`src/rtl/sync_fifo_pkg.sv`:
```
// sync_fifo_pkg: shared pointer-width helper, read-mode constants and error-flag type for sync_fifo_flags.
package sync_fifo_pkg;

    localparam int FIFO_STD  = 0;
    localparam int FIFO_FWFT = 1;

    typedef struct packed {
        logic wr_err;
        logic rd_err;
    } fifo_err_t;

    // Pointer carries one extra MSB that toggles on each wrap.
    function automatic int ptr_w(input int depth);
        return $clog2(depth) + 1;
    endfunction

endpackage

```
`src/rtl/sync_fifo_fwft_stage.sv`:
```
// sync_fifo_fwft_stage: first-word-fall-through output register with valid bit and prefetch from memory.
module sync_fifo_fwft_stage #(
    parameter int DATA_WIDTH = 8
) (
    input  logic                  clk,
    input  logic                  rst_n,
    input  logic                  pop_i,
    input  logic                  mem_empty_i,
    input  logic [DATA_WIDTH-1:0] mem_data_i,
    output logic                  load_o,
    output logic                  valid_o,
    output logic [DATA_WIDTH-1:0] data_o
);

    logic                  valid_q, valid_d;
    logic [DATA_WIDTH-1:0] data_q, data_d;

    // Refill whenever the head slot is free or being vacated this cycle.
    always_comb begin
        load_o  = !mem_empty_i && (!valid_q || pop_i);
        valid_d = load_o || (valid_q && !pop_i);
        data_d  = load_o ? mem_data_i : data_q;
    end

    always_ff @(posedge clk or negedge rst_n) begin
        if (!rst_n) begin
            valid_q <= 1'b0;
            data_q  <= '0;
        end else begin
            valid_q <= valid_d;
            data_q  <= data_d;
        end
    end

    assign valid_o = valid_q;
    assign data_o  = data_q;

endmodule

```
`src/rtl/sync_fifo_flags.sv`:
```
// sync_fifo_flags: single-clock FIFO with fill count, almost flags, error flags and optional FWFT read.
// Define SYNC_FIFO_ERR_STICKY_EN for sticky wr_err/rd_err cleared by err_clr.
module sync_fifo_flags
    import sync_fifo_pkg::*;
#(
    parameter int DATA_WIDTH = 8,
    parameter int DATA_DEPTH = 16,
    parameter int AF_LEVEL   = DATA_DEPTH - 2,
    parameter int AE_LEVEL   = 2,
    parameter int FWFT       = FIFO_STD
) (
    input  logic                        clk,
    input  logic                        rst_n,
    input  logic                        wr_en,
    input  logic [DATA_WIDTH-1:0]       data_in,
    input  logic                        rd_en,
`ifdef SYNC_FIFO_ERR_STICKY_EN
    input  logic                        err_clr,
`endif
    output logic [DATA_WIDTH-1:0]       data_out,
    output logic                        full,
    output logic                        empty,
    output logic                        almost_full,
    output logic                        almost_empty,
    output logic [$clog2(DATA_DEPTH):0] count,
    output logic                        wr_err,
    output logic                        rd_err
);

    localparam int            PW      = ptr_w(DATA_DEPTH);
    localparam int            AW      = PW - 1;
    localparam logic [PW-1:0] DEPTH_C = PW'(DATA_DEPTH);
    localparam logic [PW-1:0] AF_C    = PW'(AF_LEVEL);
    localparam logic [PW-1:0] AE_C    = PW'(AE_LEVEL);

    logic [DATA_WIDTH-1:0] mem [DATA_DEPTH];
    logic [PW-1:0]         wr_ptr_q, wr_ptr_d, rd_ptr_q, rd_ptr_d, count_q, count_d, mem_cnt;
    fifo_err_t             err_q, err_d, new_err;
    logic                  rd_acc, wr_acc, rd_adv, fifo_empty, out_valid;
    logic [DATA_WIDTH-1:0] rd_data;

    assign full         = count_q == DEPTH_C;
    assign empty        = fifo_empty;
    assign almost_full  = count_q >= AF_C;
    assign almost_empty = count_q <= AE_C;
    assign count        = count_q;
    assign data_out     = rd_data;
    assign wr_err       = err_q.wr_err;
    assign rd_err       = err_q.rd_err;
    assign mem_cnt      = wr_ptr_q - rd_ptr_q;
    assign rd_acc       = rd_en && !fifo_empty;
    assign wr_acc       = wr_en && (!full || rd_acc);

    always_comb begin
        wr_ptr_d       = wr_ptr_q + PW'(wr_acc);
        rd_ptr_d       = rd_ptr_q + PW'(rd_adv);
        count_d        = count_q + PW'(wr_acc && !rd_acc) - PW'(rd_acc && !wr_acc);
        new_err.wr_err = wr_en && !wr_acc;
        new_err.rd_err = rd_en && !rd_acc;
`ifdef SYNC_FIFO_ERR_STICKY_EN
        err_d          = err_clr ? '0 : (err_q | new_err);
`else
        err_d          = new_err;
`endif
    end

    always_ff @(posedge clk or negedge rst_n) begin
        if (!rst_n) begin
            wr_ptr_q <= '0;
            rd_ptr_q <= '0;
            count_q  <= '0;
            err_q    <= '0;
        end else begin
            wr_ptr_q <= wr_ptr_d;
            rd_ptr_q <= rd_ptr_d;
            count_q  <= count_d;
            err_q    <= err_d;
        end
    end

    always_ff @(posedge clk) begin
        if (wr_acc) mem[wr_ptr_q[AW-1:0]] <= data_in;
    end

    // Words in memory plus the FWFT head word must always equal the fill count.
    always_ff @(posedge clk) begin
        if (rst_n) assert (mem_cnt == count_q - PW'(out_valid));
    end

    generate
        if (FWFT == FIFO_FWFT) begin : g_fwft
            sync_fifo_fwft_stage #(.DATA_WIDTH(DATA_WIDTH)) u_stage (
                .clk         (clk),
                .rst_n       (rst_n),
                .pop_i       (rd_acc),
                .mem_empty_i (mem_cnt == '0),
                .mem_data_i  (mem[rd_ptr_q[AW-1:0]]),
                .load_o      (rd_adv),
                .valid_o     (out_valid),
                .data_o      (rd_data)
            );
            assign fifo_empty = !out_valid;
        end else begin : g_std
            logic [DATA_WIDTH-1:0] dout_q;
            always_ff @(posedge clk or negedge rst_n) begin
                if (!rst_n) dout_q <= '0;
                else if (rd_acc) dout_q <= mem[rd_ptr_q[AW-1:0]];
            end
            assign rd_adv     = rd_acc;
            assign out_valid  = 1'b0;
            assign fifo_empty = count_q == '0;
            assign rd_data    = dout_q;
        end
    endgenerate

endmodule

```
`config.mk`:
```
export PLATFORM = sky130hd
export DESIGN_NAME = sync_fifo_flags
export DESIGN_NICKNAME = d
export VERILOG_FILES = /design/src/rtl/sync_fifo_pkg.sv /design/src/rtl/sync_fifo_fwft_stage.sv /design/src/rtl/sync_fifo_flags.sv
export SDC_FILE = /design/constraint.sdc
export NUM_CORES = 1
export LEC_CHECK = 0
export CAP_MARGIN = 30
export CORE_MARGIN = 2
export CORE_UTILIZATION = 30
export CTS_CLUSTER_SIZE = 8
export DETAILED_ROUTE_END_ITERATION = 10
export MAX_ROUTING_LAYER = met4
export PLACE_DENSITY = 0.46
export SLEW_MARGIN = 10
export SYNTH_ARGS = -nofsm -noshare
export SYNTH_HDL_FRONTEND = slang
export SYNTH_SLANG_ARGS = --single-unit
```
`constraint.sdc`:
```
create_clock -name clk -period 3.4 [get_ports clk]
set_input_delay 0.68 -clock clk [delete_from_list [all_inputs] [get_ports clk]]
set_output_delay 0.68 -clock clk [all_outputs]
set_load 0.02 [all_outputs]
```
==> results of run 1 <==
==> metal layers <==
| metal | track usage [%] | part of all wire (%) |
|---|---|---|
| met4 | 3.641 | 1.0 |
| met5 | - | 0 |
| met1 | 16.35 | 45 |
| met3 | 3.406 | 2.8 |
| met2 | 21.34 | 51 |
==> path summary, 6_finish.rpt <==
check,slack [ns],depth (start not counted),end
max,0.61,4,empty
min,0.49,2,data_out[1]
max reg2reg,0.72,12,count[4]
min reg2reg,0.49,2,data_out[1]
max in group asynchronous,2.48,2,data_out[3]
min in group asynchronous,0.65,2,count[1]
==> power by group through the flow <==
stage               logic [mW]  registers, mW  clock network [mW]
detailed placement        1.94           2.52                   0
global placement          1.95           2.52                   0
global route              2.06           2.52                1.89
finish                    1.90           2.48                1.76
floorplan                 1.30           2.55                   0
CTS                       1.95           2.49                1.81
==> placed cells by master (no fill, tap or decap), types with 4 or more instances in the layout <==
cell / n
sky130_fd_sc_hd__edfxtp_1: 128
sky130_fd_sc_hd__clkdlybuf4s50_1: 30
sky130_fd_sc_hd__mux4_2: 26
sky130_fd_sc_hd__dfrtp_1: 23
sky130_fd_sc_hd__buf_4: 23
sky130_fd_sc_hd__clkbuf_16: 17
sky130_fd_sc_hd__mux2i_1: 16
sky130_fd_sc_hd__nor2_1: 14
sky130_fd_sc_hd__ha_1: 14
sky130_fd_sc_hd__nand2_1: 10
sky130_fd_sc_hd__o221ai_1: 8
sky130_fd_sc_hd__inv_1: 7
sky130_fd_sc_hd__clkbuf_1: 7
sky130_fd_sc_hd__mux4_1: 6
sky130_fd_sc_hd__nand2b_1: 4
sky130_fd_sc_hd__xnor2_1: 4
sky130_fd_sc_hd__nor3_1: 4
==> cell type report <==
cell class,instances,share of cell area [%]
sequential,151,60.40
inverter,8,0.4446
tap,270,4.617
multi-input combinational,131,20.61
clock inverter,7,1.111
clock buffer,25,6.361
timing repair buffer,53,6.464
==> per-stage QoR <==
step	instances	hold WS [ns]	power (mW)	cell area (um^2)	setup WS [ns]
floorplan	304	0.3844	3.846	6095	0.5342
finish	645	0.4899	6.136	7317	0.6144
CTS	645	0.5009	6.241	7317	0.5748
global route	645	0.5368	6.468	7317	0.5016
detailed placement	613	0.4815	4.459	6770	0.6678
global placement	613	0.4892	4.466	6770	0.6667
==> state kept, by name, summed over array words and instances (netlist names) <==
name / count
count: 5
rd_err: 1
rd_ptr_q: 4
mem: 128
wr_ptr_q: 4
wr_err: 1
data_out: 8
==> worst max-delay path, stage by stage (launching register included) <==
cell	delay (ns)
sky130_fd_sc_hd__dfrtp_1	0.43
sky130_fd_sc_hd__inv_1	0.12
sky130_fd_sc_hd__ha_1	0.19
sky130_fd_sc_hd__nor4b_2	0.29
sky130_fd_sc_hd__clkdlybuf4s50_1	0.67
==> cell families after synthesis <==
kind of cell    after synthesis
fa+ha+maj                    15
buf+inv                      22
xor+xnor                      7
mux                          48
compound gates               16
simple gates                 45
flops                       151
==> impl_summary.log, run 1 <==
[metrics] run status: complete, no violations
[metrics] area share of fa/ha/maj cells after synthesis: 3.203%
[metrics] largest cells by area after synthesis: sky130_fd_sc_hd__edfxtp_1, sky130_fd_sc_hd__mux4_2, sky130_fd_sc_hd__dfrtp_1
[metrics] most common flop cell mapped by yosys: sky130_fd_sc_hd__edfxtp_1
[metrics] multi-input logic area: 1508 um^2
[metrics] worst hold path class: reg -> reg
[metrics] Power Density: 838.6 nW/um^2
[metrics] buffers inserted by post-CTS timing repair: 0
[metrics] hold wc startpoint: data_out[1]
[metrics] xor/xnor share of the synthesized area: 1.006%
[metrics] count of warnings emitted by yosys: 0
[metrics] transition time at the pin with the least slew margin: 0.6368 ns
[metrics] period utilisation layout: 81.93%
[metrics] setup total negative slack: 0 ns
[metrics] number of max-slew violations in the final report: 0
[metrics] Period minus WS final: 2.786 ns
[metrics] per-cell via count in the routed design: 4.572
[metrics] count of nets after finishing: 389
[metrics] clock latency on the worst-skew pair: 0.41 ns
[metrics] share of Yosys cell area claimed by the top area cell type: 63.07%
[metrics] via count of the first global-routing pass: 3,154
[metrics] combinational group share of total power: 30.9%
[metrics] horizontal die dimension: 146.5 um
[metrics] CP Capture Type: primary output
[metrics] FF+latch area: 4419 um^2
[metrics] summed instance area of the synthesized netlist: 6095 um^2
[metrics] count of input and output buffers: 30
[metrics] final global-route overflow total: 0
[metrics] number of core rows: 52
[metrics] worst voltage drop across the vdd grid: 356.6 uV
[metrics] Starting Density: 30.31%
[metrics] top-count cell post-synth: sky130_fd_sc_hd__edfxtp_1
[metrics] synthesized instance count: 304
[metrics] complex-gate fraction of the synthesized area: 1.889%
[metrics] quantity of hold-fixing buffers added after cts: 0
[metrics] number of primary I/O pins: 31
[metrics] pin count of the biggest net entering global routing: 27
[metrics] count of endpoints failing setup in the final report: 0
[metrics] Slew Limit Headroom: 57.42%
[metrics] DR WL/cell: 19.87 um
[metrics] Clock Tree Buf Depth: 2
[metrics] Leak: 2.545 nW
[metrics] final HPWL from detailed placement: 8227 um
[metrics] detailed router's first-iteration violation count: 136
[metrics] Post-synth EDFFs: 128
[metrics] Achievable Freq: 359.0 MHz
[metrics] largest driver fanout on the critical path: 5
[metrics] biggest area consumer among synthesized cells: sky130_fd_sc_hd__edfxtp_1
[metrics] origin of the worst setup path: count[2]
[metrics] DRC violation count after routing: 0
[metrics] Post-synth top cells: sky130_fd_sc_hd__edfxtp_1, sky130_fd_sc_hd__mux4_2, sky130_fd_sc_hd__dfrtp_1, sky130_fd_sc_hd__mux2i_1
[metrics] number of iterations in the first detailed-routing pass: 4
[metrics] Total Routing Usage GR: 13.12%
[metrics] Post-Syn Area per Cell: 20.05 um^2
[metrics] maximum level of the CTS H-tree: 4
[metrics] routed via count: 2,949
[metrics] endpoint arrival time on the critical path: 2.11 ns
[metrics] Inserted Clock Buffers: 17
[metrics] worst r2r src: count[2]
[metrics] # resized after CTS: 0
[metrics] Detail Route Antenna Nets: 0
[metrics] Max-Cap Viols: 0
[metrics] design internal power: 4.288 mW
[metrics] Required @ worst endpoint: 2.72 ns
[metrics] reported net switching power: 1.848 mW
[metrics] total detailed-routing wirelength: 12,820 um
[metrics] Fill cells: 1,859
[metrics] area inside the core boundary: 20,100 um^2
[metrics] Worst Skew: 0.008624 ns
[metrics] share of synthesized area occupied by flip-flops and latches: 72.51%
[metrics] master cell of the clock root buffer: sky130_fd_sc_hd__clkbuf_16
[metrics] proportion of synthesized area in mux cells: 14.82%
[metrics] TritonCTS clock tree: done
[metrics] share of post-route cells with drive strength above 1: 20.00%
[metrics] critical path class: reg -> out
[metrics] fraction of registers with async set or reset after synthesis: 15.23%
[metrics] proportion of total power due to net switching: 30.12%
[metrics] global-route wire length before repair: 19,770 um
[metrics] RSZ-0062 raised after global routing: no
[metrics] share of total power in sequential cells: 40.4%
[metrics] Core Util, Final: 36.40%
[metrics] number of antenna violations at the first check in global routing: 0
[metrics] Unique masters post-synth: 35
[metrics] antenna fix cells: 0
[metrics] Final GP Congestion: 0.7548
[metrics] Syn Nets: 331
[metrics] Worst setup SP type: flip-flop
[metrics] clock transition time at the flip-flop clock pins of the worst setup and hold paths: 0.06 ns
[metrics] main combinational cell family by area after synthesis: multiplexers
[metrics] Final Hold Viols: 0
[metrics] P&R area growth vs syn: 20.06%
[metrics] Total Die Area: 21,470 um^2
[metrics] synthesized-area fraction occupied by and/or/nand/nor cells: 3.819%
[metrics] sink count of the clock tree: 151
[metrics] clock network fraction of total power: 28.7%
[metrics] post-synthesis register bit count: 151
[metrics] Die Height: 146.5 um
(Power assumes the default switching activity.)
==> run 2: changes to the inputs <==
Settings changed: PLACE_DENSITY 0.46 to 0.47.
Clock period 3.4 ns to 2.4 ns, I/O delays scaled along.
==> run 2 against run 1 <==
  * Sequential share of layout area decreased by 1.1 points
  * Sequential power increased by 43%
  * Setup slack got worse by 0.46 ns
  * Design area grew 1.9%
  * Total power increased by 45%
  * Critical endpoint is now almost_empty
  * First-iteration DRC count is 53% higher
  * Critical path type unchanged
==> impl_summary.log, run 2 (synthesis gave the netlist of run 1 again) <==
[metrics] sink count of the clock tree: 151 (unchanged)
[metrics] master cell of the clock root buffer: sky130_fd_sc_hd__clkbuf_16
[metrics] Inserted Clock Buffers: 17 (unchanged)
[metrics] count of nets after finishing: 397 (+2.1%)
[metrics] number of antenna violations at the first check in global routing: 0 (unchanged)
[metrics] crit-path cells: ha_1, nor2b_1, o21a_1, dlygate4sd2_1
[metrics] CP bufs+invs: 1 (-1)
[metrics] Power Density: 1192 nW/um^2 (+42%)
[metrics] Final GP Congestion: 0.7512 (-0.48%)
[metrics] largest driver fanout on the critical path: 7 (+2)
[metrics] CP Capture Type: primary output
[metrics] Detail Route Antenna Nets: 0 (unchanged)
[metrics] Largest register FFs: 128 (unchanged)
[metrics] detailed router's first-iteration violation count: 208 (+53%)
[metrics] clock transition time at the flip-flop clock pins of the worst setup and hold paths: 0.06 ns (about the same)
[metrics] quantity of hold-fixing buffers added after cts: 0 (unchanged)
[metrics] RSZ-0062 raised after global routing: no
[metrics] number of primary I/O pins: 31 (unchanged)
[metrics] Core Util, Final: 37.09% (+0.69 points)
[metrics] area of placed instances: 6848 um^2 (+1.1%)
[metrics] Final Hold Viols: 0 (unchanged)
[metrics] origin of the worst setup path: count[1]
[metrics] Slew Limit Headroom: 58.62% (+1.2 points)
[metrics] Period minus WS final: 2.241 ns
[metrics] count of endpoints failing setup in the final report: 0 (unchanged)
[metrics] area inside the core boundary: 20,100 um^2 (unchanged)
[metrics] cell with the biggest individual delay on the critical path: sky130_fd_sc_hd__dfrtp_2
[metrics] final global-route overflow total: 0 (unchanged)
[metrics] Max-Cap Viols: 0 (unchanged)
[metrics] antenna fix cells: 0 (unchanged)
[metrics] Achievable Freq: 446.2 MHz
[metrics] number of max-slew violations in the final report: 0 (unchanged)
[metrics] clock latency on the worst-skew pair: 0.41 ns (about the same)
[metrics] worst r2r src: count[2]
[metrics] P&R area growth vs syn: 22.34%
[metrics] worst hold path class: in -> async
[metrics] category of cells accounting for the largest share of critical-path delay: flip-flops
[metrics] routed via count: 2,986 (+1.3%)
[metrics] final setup margin: 0.1586 ns (-0.4558 ns)
[metrics] DR WL/cell: 18.94 um (-4.7%)
[metrics] count of input and output buffers: 30 (unchanged)
[metrics] DRC violation count after routing: 0 (unchanged)
[metrics] Leak: 2.608 nW (+2.5%)
[metrics] period utilisation layout: 93.39%
[metrics] number of iterations in the first detailed-routing pass: 6 (+2)
[metrics] total detailed-routing wirelength: 12,370 um (-3.5%)
[metrics] via count of the first global-routing pass: 3,128 (-0.82%)
[metrics] TritonCTS clock tree: done
[metrics] global-route wire length before repair: 18,960 um (-4.1%)
[metrics] number of core rows: 52 (unchanged)
[metrics] commonest cells after routing, fill and taps aside: sky130_fd_sc_hd__edfxtp_1, sky130_fd_sc_hd__buf_4, sky130_fd_sc_hd__mux4_2, sky130_fd_sc_hd__clkdlybuf4s50_1, sky130_fd_sc_hd__dfrtp_1
[metrics] slowest cell delay on critical path: 0.46 ns (-0.21 ns)
[metrics] share of post-route cells with drive strength above 1: 26.37% (+6.4 points)
[metrics] endpoint arrival time on the critical path: 1.76 ns (-0.35 ns)
[metrics] Total Routing Usage GR: 12.63% (-0.49 points)
[metrics] per-cell via count in the routed design: 4.573 (about the same)
[metrics] maximum level of the CTS H-tree: 4 (unchanged)
[metrics] run status: complete, no violations
[metrics] worst voltage drop across the vdd grid: 622.8 uV (+75%)
[metrics] final HPWL from detailed placement: 7921 um (-3.7%)
[metrics] Worst Skew: 0.007931 ns (-0.0006929 ns)
[metrics] area of all placed cells without fillers: 7456 um^2 (+1.9%)
[metrics] critical path class: reg -> out
[metrics] horizontal die dimension: 146.5 um (unchanged)
[metrics] most common library cell in the layout ignoring fill and taps: sky130_fd_sc_hd__edfxtp_1
[metrics] Clock Tree Buf Depth: 2 (unchanged)
[metrics] Required @ worst endpoint: 1.92 ns (-0.80 ns)
[metrics] Die Height: 146.5 um (unchanged)
[metrics] Total Die Area: 21,470 um^2 (unchanged)
[metrics] Setup Slack @ Placement: -0.02610 ns (-0.6939 ns)
[metrics] transition time at the pin with the least slew margin: 0.6188 ns (-0.01798 ns)
[metrics] pin count of the biggest net entering global routing: 26 (-3.7%)
[metrics] Starting Density: 30.31% (unchanged)
[metrics] Worst setup SP type: flip-flop
run 2: changes by cell type in the layout (fill, tap and decap cells not counted), sizes merged:
cell,change
clkinv,-1
buf,+8
clkbuf,-4
inv,+2
dlygate4sd2,+4
clkdlybuf4s50,-4
clkinvlp,+3
run 2: final timing paths:
| check | cells after the start | slack, ns | endpoint |
|---|---|---|---|
| worst max-delay path | 4 | 0.16 | almost_empty |
| worst min-delay path | 2 | 0.44 | rd_ptr_q[1] |
| worst max register to register | 12 | 0.18 | count[4] |
| worst min register to register | 2 | 0.51 | data_out[4] |
| max in group asynchronous | 2 | 1.69 | count[1] |
| min in group clk | 2 | 0.51 | data_out[4] |
run 2: where the power goes:
part	internal [mW]	total, mW	switching [mW]	leakage [nW]
registers	3.27	3.54	0.264	1.43
logic	1.36	2.80	1.44	0.910
clock network	1.54	2.55	1.01	0.268
run 2: area by class of cell:
| cell class | instances | area, um^2 |
|---|---|---|
| fillers | 1852 | 12650 |
| clock buffers | 21 | 440.4 |
| repair buffers | 61 | 540.5 |
| well taps | 270 | 337.8 |
| clock inverters | 11 | 127.6 |
| inverters | 8 | 32.53 |
| multi-input cells | 131 | 1553 |
| flip-flops and latches | 151 | 4424 |
run 2: metrics by stage:
stage / TNS, ns / hold slack (ns) / cells / power, mW
after floorplan: -0.1522 / 0.1844 / 304 / 5.494
after global placement: -0.05219 / 0.5062 / 617 / 6.382
after detailed placement: -0.2074 / 0.4945 / 617 / 6.402
after CTS: 0 / 0.4369 / 649 / 8.978
after global routing: 0 / 0.4581 / 653 / 9.378
final: 0 / 0.4440 / 653 / 8.888
run 2: layer usage:
layer | wire length (um) | share of wire (%) | track usage [%] | vias up
met1 | 5580 | 45 | 15.97 | 1559
met4 | 240 | 1.9 | 4.854 | 0
li1 | - | - | - | 1347
met2 | 6009 | 49 | 19.48 | 69
met5 | 0 | 0 | - | -
met3 | 536 | 4.3 | 3.469 | 11
run 2: repair_timing:
action | CTS | global route
gates resized for setup | 6 | 3
setup buffers | 0 | 4
setup endpoints to repair | 4 | 1
pin swaps | 0 | 1
hold endpoints to repair | 0 | 0
